## config.mk

```make
export PLATFORM = sky130hd
export DESIGN_NAME = bist_signature_analyzer
export DESIGN_NICKNAME = d
export VERILOG_FILES = /design/src/rtl/bist_signature_analyzer.sv
export SDC_FILE = /design/constraint.sdc
export NUM_CORES = 1
export LEC_CHECK = 0
export CORE_UTILIZATION = 30
export DETAILED_ROUTE_END_ITERATION = 6
export GPL_TIMING_DRIVEN = 0
export MAX_ROUTING_LAYER = met4
export SYNTH_ARGS = -nofsm -noshare
export SYNTH_HDL_FRONTEND = slang
export SYNTH_SLANG_ARGS = --single-unit
```

## constraint.sdc

```tcl
create_clock -name clk -period 2.4 [get_ports clk]
set_input_delay 0.24 -clock clk [delete_from_list [all_inputs] [get_ports clk]]
set_output_delay 0.24 -clock clk [all_outputs]
set_load 0.01 [all_outputs]
```

## src/rtl/bist_signature_analyzer.sv

```systemverilog
// MISR response compactor for the BIST controller; compares the final signature with GOLDEN.
// Optional macro SA_CYCLE_CHECK_EN adds a saturating compacted-cycle counter to the verdict.
module bist_signature_analyzer #(
  parameter int               WIDTH      = 16,
  parameter logic [WIDTH-1:0] POLY       = 16'hD008,
  parameter logic [WIDTH-1:0] SEED       = 16'hFFFF,
  parameter logic [WIDTH-1:0] GOLDEN     = 16'h0000,
  parameter int               EXP_CYCLES = 100,
  parameter int               CNT_W      = 16
) (
  input  logic             clk,
  input  logic             reset,
  input  logic             init,
  input  logic             running,
  input  logic             finish,
  input  logic [WIDTH-1:0] data_in,
  output logic [WIDTH-1:0] signature,
  output logic             pass,
  output logic             fail,
`ifdef SA_CYCLE_CHECK_EN
  output logic [CNT_W-1:0] cycle_count,
`endif
  output logic             done
);

  // Strobe protocol: init, running and finish are single-cycle qualifiers sampled on
  // the rising edge with priority init > running/finish; there is no back-pressure.
  // done acts as the verdict-valid flag: pass/fail are meaningful only while done=1.
  typedef enum logic [1:0] {IDLE, COMPACT, CHECK, DONE} state_t;

  state_t           state;
  state_t           next_state;
  logic [WIDTH-1:0] sig_q, sig_d;
  logic             pass_q, pass_d;
  logic             fail_q, fail_d;
  logic             done_q, done_d;
  logic [WIDTH-1:0] sig_step;
  logic             verdict_ok;

  assign sig_step = {sig_q[WIDTH-2:0], 1'b0} ^ (sig_q[WIDTH-1] ? POLY : '0) ^ data_in;

`ifdef SA_CYCLE_CHECK_EN
  logic [CNT_W-1:0] cnt_q, cnt_d;
  assign verdict_ok  = (sig_q == GOLDEN) && (cnt_q == CNT_W'(EXP_CYCLES));
  assign cycle_count = cnt_q;
`else
  logic unused_cfg;
  assign unused_cfg = ^{EXP_CYCLES, CNT_W};
  assign verdict_ok = (sig_q == GOLDEN);
`endif

  always_ff @(posedge clk or posedge reset) begin
    if (reset) state <= IDLE;
    else       state <= next_state;
  end

  always_comb begin
    next_state = state;
    if (init) begin
      next_state = COMPACT;
    end else begin
      unique case (state)
        IDLE:    next_state = IDLE;
        COMPACT: if (finish) next_state = CHECK;
        CHECK:   next_state = DONE;
        DONE:    next_state = DONE;
      endcase
    end
  end

  always_comb begin
    sig_d  = sig_q;
    pass_d = pass_q;
    fail_d = fail_q;
    done_d = done_q;
`ifdef SA_CYCLE_CHECK_EN
    cnt_d  = cnt_q;
`endif
    if (init) begin
      sig_d  = SEED;
      pass_d = 1'b0;
      fail_d = 1'b0;
      done_d = 1'b0;
`ifdef SA_CYCLE_CHECK_EN
      cnt_d  = '0;
`endif
    end else begin
      unique case (state)
        COMPACT: begin
          // A finish in the same cycle still compacts this cycle's word first.
          if (running) begin
            sig_d = sig_step;
`ifdef SA_CYCLE_CHECK_EN
            if (cnt_q != {CNT_W{1'b1}}) cnt_d = cnt_q + CNT_W'(1);
`endif
          end
        end
        CHECK: begin
          pass_d = verdict_ok;
          fail_d = ~verdict_ok;
          done_d = 1'b1;
        end
        IDLE, DONE: ;
      endcase
    end
  end

  always_ff @(posedge clk or posedge reset) begin
    if (reset) begin
      sig_q  <= '0;
      pass_q <= 1'b0;
      fail_q <= 1'b0;
      done_q <= 1'b0;
`ifdef SA_CYCLE_CHECK_EN
      cnt_q  <= '0;
`endif
    end else begin
      sig_q  <= sig_d;
      pass_q <= pass_d;
      fail_q <= fail_d;
      done_q <= done_d;
`ifdef SA_CYCLE_CHECK_EN
      cnt_q  <= cnt_d;
`endif
    end
  end

  assign signature = sig_q;
  assign pass      = pass_q;
  assign fail      = fail_q;
  assign done      = done_q;

endmodule

```

==> flow_summary.ini <==
[yosys]
synth_top_cell_area_share = 0.482
netlist-cell-type-count = 23
synth_top_area_cell = dfrtp_1
ys_seq_elements = 21
yosys_warnings = 0
synthArstFlopShare = 1.00
syn_area_per_cell_um2 = 13.1
synthTopCellsByArea = dfrtp_1 48%, xnor2_1 14%, a2bb2oi_2 14%
synth.most_common_cell = dfrtp_1
yosys-top-cells-count = 21 x dfrtp_1, 18 x xnor2_1, 10 x a2bb2oi_2
ys_seq_area_frac = 0.482
syn_inst = 83
synth-edff-count = 0
synth_nets = 105
ys.flop_type = dfrtp_1
mappedNetlistArea_um2 = 1090

[route]
drt-initial-drc-count = 9
via_per_inst = 4.56
wirelength_um = 2230
drc = 0
vias = 785
ant_nets = 0
detail_route.wl_per_cell_um = 13.0
first_pass_iters = 4

[pwr]
power_mw = 0.827
swShare = 0.281
intPower_mw = 0.595
p_per_area_nw_per_um2 = 528
p_leak_nw = 0.582
power_switching_mw = 0.232
p_clk_frac = 0.203
vdd_drop_max_mv = 0.314
p_comb_frac = 0.291
p_seq_frac = 0.505

[cts]
cts_tree = done
hold_buffers = 0
cts_max_level = 1
cts.clk_slew.worst_paths_ps = 130
cts_resized = 0
post_cts_buffers = 0
cts_buffer_depth = 2
cts-root-buf = clkbuf_4
cts_buffers = 3
clock_latency_ps = 300
cts_num_sinks = 21

[floorplan]
fp.dieW_um = 62.3
ios = 40
dieArea_um2 = 3880
rows = 21
core_um2 = 3420
die_h_um = 62.3
start_util = 0.319

[critical_path]
crit_path_end = fail$_DFFE_PP0P_
worstPathArrival_ps = 1810
critPathLaunchType = flip-flop
critPathLaunch = signature[15]$_DFFE_PP0P_
worstSetupPathType = flip-flop to flip-flop
worst_setup_path_end_kind = flip-flop
r2r_cells = 5
r2r_setup_slack_ps = 810
worst-path-max-fanout = 4
required_ps = 2610
timing.rr.start = signature[15]$_DFFE_PP0P_
r2r_end = fail$_DFFE_PP0P_

[sta]
period_share = 0.664
final.setup_skew_ps = 16.1
hold_viol = 0
slew_headroom = 0.476
setup_slack_ps = 806
worst_pin_slew_ps = 786
tns_ps = 0
setup_viol = 0
slew_violations = 0
fin_crit_ps = 1590
rsz0062_at_grt = no
max_freq_mhz = 627

[final_layout]
stdcell_count = 172
layout-drive-gt1-share = 0.159
antenna_cells = 0
finalNetCount = 149
syn2layout_area_growth_pct = 43.6
stdcell_area_um2 = 1570

[place]
pre_cts_slack_ps = 751
dpl_cell_area_um2 = 1540
place_inst = 168
place_congestion = 0.707
portBuffers = 39
dp_hpwl_um = 1740

[grt]
grt_overflow = 0
use_met3 = 0.0221
grt_pass1_vias = 804
grt_util_met1 = 0.166
top_usage_layer = met2
grt_max_degree = 22
grt_use_total = 0.133
use_met2 = 0.217
antenna_found_initial = 0
grt_pass1_wl_um = 3970

[min_path]
min_path_type = input pin to asynchronous set/reset pin

[run_status]
status = completed

[flow_run]
cap_violations = 0
layout by cell type (no fill, tap or decap), types with 2 or more instances in the layout:
cell type / netlist / final
a2bb2oi_1: 6 / 6
a2bb2oi_2: 10 / 10
clkbuf_4: 0 / 3
clkdlybuf4s50_1: 0 / 39
dfrtp_1: 21 / 21
inv_1: 5 / 5
nor2_1: 5 / 5
nor4_1: 2 / 2
xnor2_1: 18 / 18
stage by stage:
step                      utilization  hold slack [ps]
after CTS                       0.459              397
after global placement          0.451              479
final                           0.459              361
after floorplan                     -              217
after detailed placement        0.451              492
after global routing            0.459              453
how the worst min path moves through the flow:
stage | from | end | cells after the start
finish | reset | done$_DFFE_PP0P_ | 2
global route | reset | done$_DFFE_PP0P_ | 2
CTS | reset | done$_DFFE_PP0P_ | 2
detailed placement | done$_DFFE_PP0P_ | done$_DFFE_PP0P_ | 2
global placement | done$_DFFE_PP0P_ | done$_DFFE_PP0P_ | 2
floorplan | reset | done$_DFFE_PP0P_ | 1
state kept, by name (all words and copies together), names as in the netlist:
name and count:
done 1, fail 1, pass 1, signature 16, state 2
layer usage:
metal	wire length [µm]	vias up
met5	0	-
met4	27	0
met3	65	2
met2	1140	17
met1	995	385
li1	-	381
power groups by stage:
stage,clock [mW],combinational [mW],sequential (mW)
floorplan,0,0.129,0.430
global placement,0,0.242,0.423
detailed placement,0,0.244,0.425
CTS,0.178,0.245,0.418
global route,0.192,0.261,0.424
finish,0.168,0.241,0.418
worst max-delay path: stages, from the launching register on:
cell and delay [ps]:
dfrtp_1 420, inv_1 170, ha_1 170, nor4b_1 300, nand4_1 200, a22o_1 230
final cells by class:
| class | count | area, µm² |
|---|---|---|
| buffer | 2 | 31.3 |
| inverter | 5 | 18.8 |
| fill | 339 | 1850 |
| sequential | 21 | 526 |
| clock inverter | 1 | 5.00 |
| timing repair buffer | 39 | 390 |
| clock buffer | 3 | 22.5 |
| tap | 46 | 57.6 |
| multi-input combinational | 55 | 515 |
cell families (layout without fill, tap and decap cells):
kind of cell             count (synthesis)  after routing  synth area share
buffers and inverters                    7             50            0.0459
AND/OR/NAND/NOR                         15             15            0.0883
flip-flops                              21             21             0.482
XOR/XNOR                                18             18             0.144
adder cells (fa/ha/maj)                  1              1            0.0115
AO/OA/AOI/OAI                           21             21             0.228
(Power assumes the default switching activity.)
